**src/rtl/drum_loop_recorder_if.sv**
```systemverilog
// Control, pad and status bundle between the key-state storage and the drum loop recorder.
interface drum_loop_recorder_if #(
  parameter int unsigned NUM_PADS = 8,
  parameter int unsigned DEPTH    = 32
);
  localparam int unsigned CNT_W = $clog2(DEPTH) + 1;

  logic                tick;
  logic                rec_toggle;
  logic                stop_all;
  logic [NUM_PADS-1:0] pad_level;
  logic [NUM_PADS-1:0] pad_pulse;
  logic                recording;
  logic                playing;
  logic [CNT_W-1:0]    event_count;
  logic                overflow;

  modport master (
    output tick, rec_toggle, stop_all, pad_level,
    input  pad_pulse, recording, playing, event_count, overflow
  );

  modport slave (
    input  tick, rec_toggle, stop_all, pad_level,
    output pad_pulse, recording, playing, event_count, overflow
  );
endinterface

```
**src/rtl/drum_loop_recorder.sv**
```systemverilog
// Drum-mode looper: records timestamped pad rising edges, then replays them
// as an endless loop of one-cycle pad pulses.
module drum_loop_recorder #(
  parameter int unsigned NUM_PADS = 8,
  parameter int unsigned DEPTH    = 32,
  parameter int unsigned TS_WIDTH = 16
) (
  input logic                 CLOCK_50,
  input logic                 resetn,
  drum_loop_recorder_if.slave bus
);
  localparam int unsigned CNT_W = $clog2(DEPTH) + 1;
  localparam int unsigned IDX_W = $clog2(DEPTH);
  localparam int unsigned LEN_W = TS_WIDTH + 1;

  localparam logic [1:0] S_IDLE = 2'd0;
  localparam logic [1:0] S_REC  = 2'd1;
  localparam logic [1:0] S_PLAY = 2'd2;

  typedef struct packed {
    logic [TS_WIDTH-1:0] ts;
    logic [NUM_PADS-1:0] pads;
  } event_t;

  event_t mem [DEPTH];

  logic [1:0]          state, state_nxt;
  logic [TS_WIDTH-1:0] timer, timer_nxt;
  logic [CNT_W-1:0]    idx, idx_nxt;
  logic [CNT_W-1:0]    count, count_nxt;
  logic [LEN_W-1:0]    loop_len, loop_len_nxt;
  logic [NUM_PADS-1:0] pad_prev, pulse, pulse_nxt, edges;
  logic                overflow, overflow_nxt;
  logic                recording, playing;
  logic                wr_en;
  logic [IDX_W-1:0]    wr_addr;
  event_t              wr_data, rd_data;
  logic                rec_stop, fire, wrap;

  assign edges   = bus.pad_level & ~pad_prev;
  assign rd_data = mem[idx[IDX_W-1:0]];
  // A tick at the last representable timestamp ends the take exactly like rec_toggle.
  assign rec_stop = bus.rec_toggle || (bus.tick && (timer == {TS_WIDTH{1'b1}}));
  assign fire     = (idx < count) && (rd_data.ts == timer);
  assign wrap     = ((LEN_W'(timer) + LEN_W'(1)) == loop_len);

  // Next-state and datapath decode
  always_comb begin
    state_nxt    = state;
    timer_nxt    = timer;
    idx_nxt      = idx;
    count_nxt    = count;
    loop_len_nxt = loop_len;
    overflow_nxt = overflow;
    pulse_nxt    = '0;
    wr_en        = 1'b0;
    wr_addr      = count[IDX_W-1:0];
    wr_data.ts   = timer;
    wr_data.pads = edges;

    if (bus.stop_all) begin
      state_nxt = S_IDLE;
    end else begin
      case (state)
        S_IDLE: begin
          if (bus.rec_toggle) begin
            state_nxt    = S_REC;
            timer_nxt    = '0;
            count_nxt    = '0;
            overflow_nxt = 1'b0;
          end
        end
        S_REC: begin
          if (bus.tick) timer_nxt = timer + TS_WIDTH'(1);
          if (edges != '0) begin
            if (count == CNT_W'(DEPTH)) begin
              overflow_nxt = 1'b1;
            end else begin
              wr_en     = 1'b1;
              count_nxt = count + CNT_W'(1);
            end
          end
          // The edge of the stopping cycle is already folded into count_nxt.
          if (rec_stop) begin
            loop_len_nxt = LEN_W'(timer) + LEN_W'(1);
            timer_nxt    = '0;
            idx_nxt      = '0;
            state_nxt    = (count_nxt == '0) ? S_IDLE : S_PLAY;
          end
        end
        S_PLAY: begin
          if (bus.rec_toggle) begin
            state_nxt    = S_REC;
            timer_nxt    = '0;
            count_nxt    = '0;
            overflow_nxt = 1'b0;
          end else begin
            if (fire) begin
              pulse_nxt = rd_data.pads;
              idx_nxt   = idx + CNT_W'(1);
            end
            if (bus.tick) begin
              if (wrap) begin
                timer_nxt = '0;
                idx_nxt   = '0;
              end else begin
                timer_nxt = timer + TS_WIDTH'(1);
              end
            end
          end
        end
        default: state_nxt = S_IDLE;
      endcase
    end
  end

  // State and status registers
  always_ff @(posedge CLOCK_50) begin
    if (!resetn) begin
      state     <= S_IDLE;
      timer     <= '0;
      idx       <= '0;
      count     <= '0;
      loop_len  <= '0;
      overflow  <= 1'b0;
      pad_prev  <= '0;
      pulse     <= '0;
      recording <= 1'b0;
      playing   <= 1'b0;
    end else begin
      state     <= state_nxt;
      timer     <= timer_nxt;
      idx       <= idx_nxt;
      count     <= count_nxt;
      loop_len  <= loop_len_nxt;
      overflow  <= overflow_nxt;
      pad_prev  <= bus.pad_level;
      pulse     <= pulse_nxt;
      recording <= (state_nxt == S_REC);
      playing   <= (state_nxt == S_PLAY);
    end
  end

  // Event buffer; contents are don't-care after reset
  always_ff @(posedge CLOCK_50) begin
    if (wr_en) mem[wr_addr] <= wr_data;
  end

  assign bus.pad_pulse   = pulse;
  assign bus.recording   = recording;
  assign bus.playing     = playing;
  assign bus.event_count = count;
  assign bus.overflow    = overflow;
endmodule

```
**src/flat_wrapper.sv**
```systemverilog
// flat-port wrapper written by rule: the top's interface ports become plain ports
module drum_loop_recorder_flat 
#(
  parameter int unsigned NUM_PADS = 8,
  parameter int unsigned DEPTH    = 32,
  parameter int unsigned TS_WIDTH = 16
)
  (CLOCK_50, resetn, bus_tick, bus_rec_toggle, bus_stop_all, bus_pad_level, bus_pad_pulse, bus_recording, bus_playing, bus_event_count, bus_overflow);
  drum_loop_recorder_if #(.NUM_PADS(NUM_PADS), .DEPTH(DEPTH)) bus_i ();
  input logic CLOCK_50;
  input logic resetn;
  input wire logic [$bits(bus_i.tick)-1:0] bus_tick;
  input wire logic [$bits(bus_i.rec_toggle)-1:0] bus_rec_toggle;
  input wire logic [$bits(bus_i.stop_all)-1:0] bus_stop_all;
  input wire logic [$bits(bus_i.pad_level)-1:0] bus_pad_level;
  output wire logic [$bits(bus_i.pad_pulse)-1:0] bus_pad_pulse;
  output wire logic [$bits(bus_i.recording)-1:0] bus_recording;
  output wire logic [$bits(bus_i.playing)-1:0] bus_playing;
  output wire logic [$bits(bus_i.event_count)-1:0] bus_event_count;
  output wire logic [$bits(bus_i.overflow)-1:0] bus_overflow;
  assign bus_i.tick = bus_tick;
  assign bus_i.rec_toggle = bus_rec_toggle;
  assign bus_i.stop_all = bus_stop_all;
  assign bus_i.pad_level = bus_pad_level;
  assign bus_pad_pulse = bus_i.pad_pulse;
  assign bus_recording = bus_i.recording;
  assign bus_playing = bus_i.playing;
  assign bus_event_count = bus_i.event_count;
  assign bus_overflow = bus_i.overflow;
  drum_loop_recorder #(.NUM_PADS(NUM_PADS), .DEPTH(DEPTH), .TS_WIDTH(TS_WIDTH)) u_core (.CLOCK_50(CLOCK_50), .resetn(resetn), .bus(bus_i));
endmodule
```
**config.mk**
```make
export PLATFORM = sky130hd
export DESIGN_NAME = drum_loop_recorder_flat
export DESIGN_NICKNAME = d
export VERILOG_FILES = /design/src/rtl/drum_loop_recorder_if.sv /design/src/rtl/drum_loop_recorder.sv /design/src/flat_wrapper.sv
export SDC_FILE = /design/constraint.sdc
export NUM_CORES = 1
export LEC_CHECK = 0
export ABC_AREA = 1
export BUFFER_PORTS_ARGS = -buffer_cell sky130_fd_sc_hd__buf_2
export CAP_MARGIN = 20
export CELL_PAD_IN_SITES_DETAIL_PLACEMENT = 1
export CELL_PAD_IN_SITES_GLOBAL_PLACEMENT = 1
export CORE_MARGIN = 5
export CORE_UTILIZATION = 51
export CTS_CLUSTER_SIZE = 20
export DETAILED_ROUTE_END_ITERATION = 10
export PLACE_DENSITY_LB_ADDON = 0.1
export SYNTH_ARGS = -nofsm -noshare
export SYNTH_HDL_FRONTEND = slang
export SYNTH_SLANG_ARGS = --single-unit
```
**constraint.sdc**
```tcl
create_clock -name CLOCK_50 -period 4.2 [get_ports CLOCK_50]
set_clock_uncertainty 0.05 [all_clocks]
set_input_delay 0.42 -clock CLOCK_50 [delete_from_list [all_inputs] [get_ports CLOCK_50]]
set_output_delay 0.42 -clock CLOCK_50 [all_outputs]
set_load 0.05 [all_outputs]
```
==> metrics.md <==
| Metric | Value |
|---|---|
| Row count | `95` |
| Vias in the first global route | `~26000` |
| Period utilisation layout | `87.1%` |
| Synth Area in Adders | `0.545%` |
| Cell Int Power | `roughly 13 mW` |
| Number of buffers created by CTS | `88` |
| Main area contributors after synthesis | `edfxtp_1, nand2_1, nand3_1, dfxtp_1, nor2_1` |
| Maximum clock insertion buffer count | `3` |
| Clock transition at path regs | `0.06 ns` |
| Largest family of logic cells by synthesized area | `simple AND/OR/NAND/NOR gates` |
| Routed len/inst | `about 26 µm` |
| Psw | `roughly 3.3 mW` |
| Hold Slack | `between 0.2 and 0.25 ns` |
| Setup Viol. Count Final | `0` |
| Flops & latches, synth | `between 800 and 900` |
| DRC viols | `0` |
| Crit path launch type | `register` |
| Worst-margin pin slew | `~1.1 ns` |
| Fin crit period | `roughly 3.7 ns` |
| Seq/Total Area, Yosys | `between 70% and 80%` |
| GR Overflow Total | `0` |
| Remaining antenna violation count | `0` |
| Most common cell after layout, fill and taps aside | `edfxtp_1` |
| Hpwl dp | `around 60000 µm` |
| Number of vias per cell | `approximately 6.1` |
| Register share of total power | `a little over half` |
| Crit-path cells | `inv_8, buf_12, buf_12, nand2_1, nand3_1, nand3_1, nand2_1, nand2_1, nand2_1, nand2_1, nand3_1, nand2_1, nor2_1, nand2_1, nor2_2, nand2_1, nor2_4, nand4_4, nor2_1` |
| Hold crit path type | `input pin to register` |
| Netlist Area Pre-Place | `between 30000 and 40000 µm²` |
| Logic gate share of total power | `under 10%` |
| Power per cell area | `427 nW/µm²` |
| Max-cap violations | `0` |
| Core area | `between 60000 and 70000 µm²` |
| Setup_tns | `0 ns` |
| CP required | `4.70 ns` |
| Max stage delay cell, worst path | `dfxtp_4` |
| Placer congestion estimate | `0.835` |
| Clk sink count | `~840` |
| Max_slew headroom | `around 28%` |
| Depth of the CTS H-tree | `3` |
| Dominant cell type by area after synthesis | `edfxtp_1` |
| CP max stage delay | `approximately 0.40 ns` |
| GRT Resource Usage Total | `approximately 29%` |
| Largest net degree at the start of global routing | `roughly 120` |
| Root Buffer Master | `clkbuf_16` |
| Critical path peak fanout | `between 60 and 70` |
| Clk Latency, worst-skew pair | `around 0.64 ns` |
| Clock power frac | `between 40 and 50%` |
| Area share of the largest cell type after synthesis | `around 67%` |
| Cells after Synth | `roughly 3000` |
| Portion of netlist area occupied by mux cells | `0%` |
| DRC violation total after the first TritonRoute iteration | `2166` |
| DIE AREA | `approximately 73000 µm²` |
| Final Hold Vio Count | `0` |
| Synth Area per Inst | `approximately 11 µm²` |
| Ant. Diodes | `0` |
| Design Power | `16.6 mW` |
| Setup crit end kind | `register` |
| First-pass GRT wire length | `159000 µm` |
| Layout cells sized above 1 | `between 9 and 10%` |
| Initial antenna violation count | `0` |
| Xor/xnor share of the synthesized area | `less than 1%` |
| Worst path arrival time | `around 4.2 ns` |
| RSZ-0062 raised after global routing | `false` |
| Via count | `between 20000 and 25000` |
| CP Class | `register to register` |
| First-pass iteration count of the detailed router | `6` |
| Die Span X | `about 270 µm` |
| Area fraction in compound gates after synthesis | `roughly 6%` |
| Sw Share | `between 20 and 25%` |
| Setup Buffers After CTS | `0` |
| CTS Hold Bufs | `8` |
| Worst VDD drop | `roughly 330 µV` |
| Status | `complete, no violations` |
| IO buf count | `29` |
| Ys Warns | `0` |
| Post-synthesis simple-gate area fraction | `about a fifth` |
| Post-Route WL | `106000 µm` |
| Max Fclk | `about 270 MHz` |
| Initial Util | `roughly 50%` |
| Die height | `between 200 and 300 µm` |
| Ports | `30` |
| Most used cell along the critical path | `nand2_1` |
| P&R area growth vs syn | `13.2%` |
| Leakage | `between 10 and 15 nW` |
| Most frequent cells in the layout | `edfxtp_1, nand2_1, nand3_1, nor2_1, o21ai_0` |
| Layout Nets | `3096` |
| Yosys cell types | `39` |
| Mapped Nets | `3043` |
| Resized cells post-CTS | `0` |
| Slew Limit Fails | `0` |
| CTS tree | `built` |
-- cell families after synthesis --
kind of cell,count (synthesis)
AND/OR/NAND/NOR,1525
flip-flops,839
AO/OA/AOI/OAI,352
buffers and inverters,267
XOR/XNOR,17
adder cells (fa/ha/maj),15
-- worst paths after layout --
check	start	to	slack (ns)	depth (start not counted)
setup / recovery	register	u_core.bus.pad_pulse[0]$_SDFF_PP0_	0.54	19
hold / removal	bus_stop_all	u_core.state[1]$_SDFF_PN0_	0.22	4
setup reg to reg	register	u_core.bus.pad_pulse[0]$_SDFF_PP0_	0.54	19
hold reg to reg	u_core.loop_len[9]$_SDFFE_PN0P_	u_core.loop_len[9]$_SDFFE_PN0P_	0.43	2
-- layout make-up --
| cell class | instances | area, µm² |
|---|---|---|
| fillers | 6895 | 28100 |
| multi-input cells | 1909 | 9030 |
| well taps | 873 | 1090 |
| repair buffers | 138 | 1310 |
| inverters | 92 | 360 |
| clock inverters | 37 | 289 |
| clock buffers | 122 | 2390 |
| flip-flops and latches | 839 | 24500 |
-- synth_stat cells, drive strengths merged --
master   number
edfxtp      768
nand2       717
nand3       440
nor2        328
o21ai       213
buf          92
inv          90
clkbuf       83
dfxtp        71
o221ai       55
a21oi        52
ha           15
nor3         15
o211ai       14
nand3b       11
nand4        11
o22ai        11
xor2         11
xnor2         5
a21boi        2
clkinv        2
o2111ai       2
or2           2
a22oi         1
nor3b         1
o21a          1
o21bai        1
xnor3         1
-- power by group through the flow --
stage	Clock, mW	Combinational [mW]	Sequential [mW]
floorplan	0	0.0979	9.24
global placement	0	0.175	9.23
detailed placement	0	0.185	9.23
CTS	7.48	0.194	9.05
global route	7.89	0.211	9.05
finish	7.40	0.194	9.05
-- registers in the layout, indices dropped and copies added (netlist names), named ones only --
signal,cells
u_core.bus.recording,1
u_core.pad_prev,8
u_core.mem,768
u_core.bus.overflow,1
u_core.bus.pad_pulse,8
u_core.loop_len,17
u_core.timer,16
u_core.idx,6
u_core.state,2
u_core.bus.playing,1
u_core.bus.event_count,6
-- critical path: cells and delay by family, from the launching register on --
family / cells / cell delay (ns)
simple gates: 16 / 2.26
buf+inv: 3 / 0.79
flops: 1 / 0.40
-- per-stage QoR --
step	setup slack [ns]	cell area, µm²	std cells	utilization [%]
2_1_floorplan	0.528	34400	3015	-
3_3_place_gp	0.836	36200	3843	54.0
3_5_place_dp	0.738	36200	3843	54.0
4_1_cts	0.600	39000	4010	58.1
5_1_grt	0.364	39000	4010	58.1
6_report	0.543	39000	4010	58.1
-- per-layer routing --
metal | global-route usage [%] | share of wire, % | wire [µm] | vias up
li1 | - | - | - | 10800
met1 | 37.8 | 41 | 43200 | 12500
met2 | 47.8 | 49 | 51900 | 856
met3 | 4.80 | 6.4 | 6780 | 204
met4 | 11.1 | 3.9 | 4170 | 0
met5 | 0 | 0 | 0 | -
Note: power is estimated with default switching activity, not from simulation.
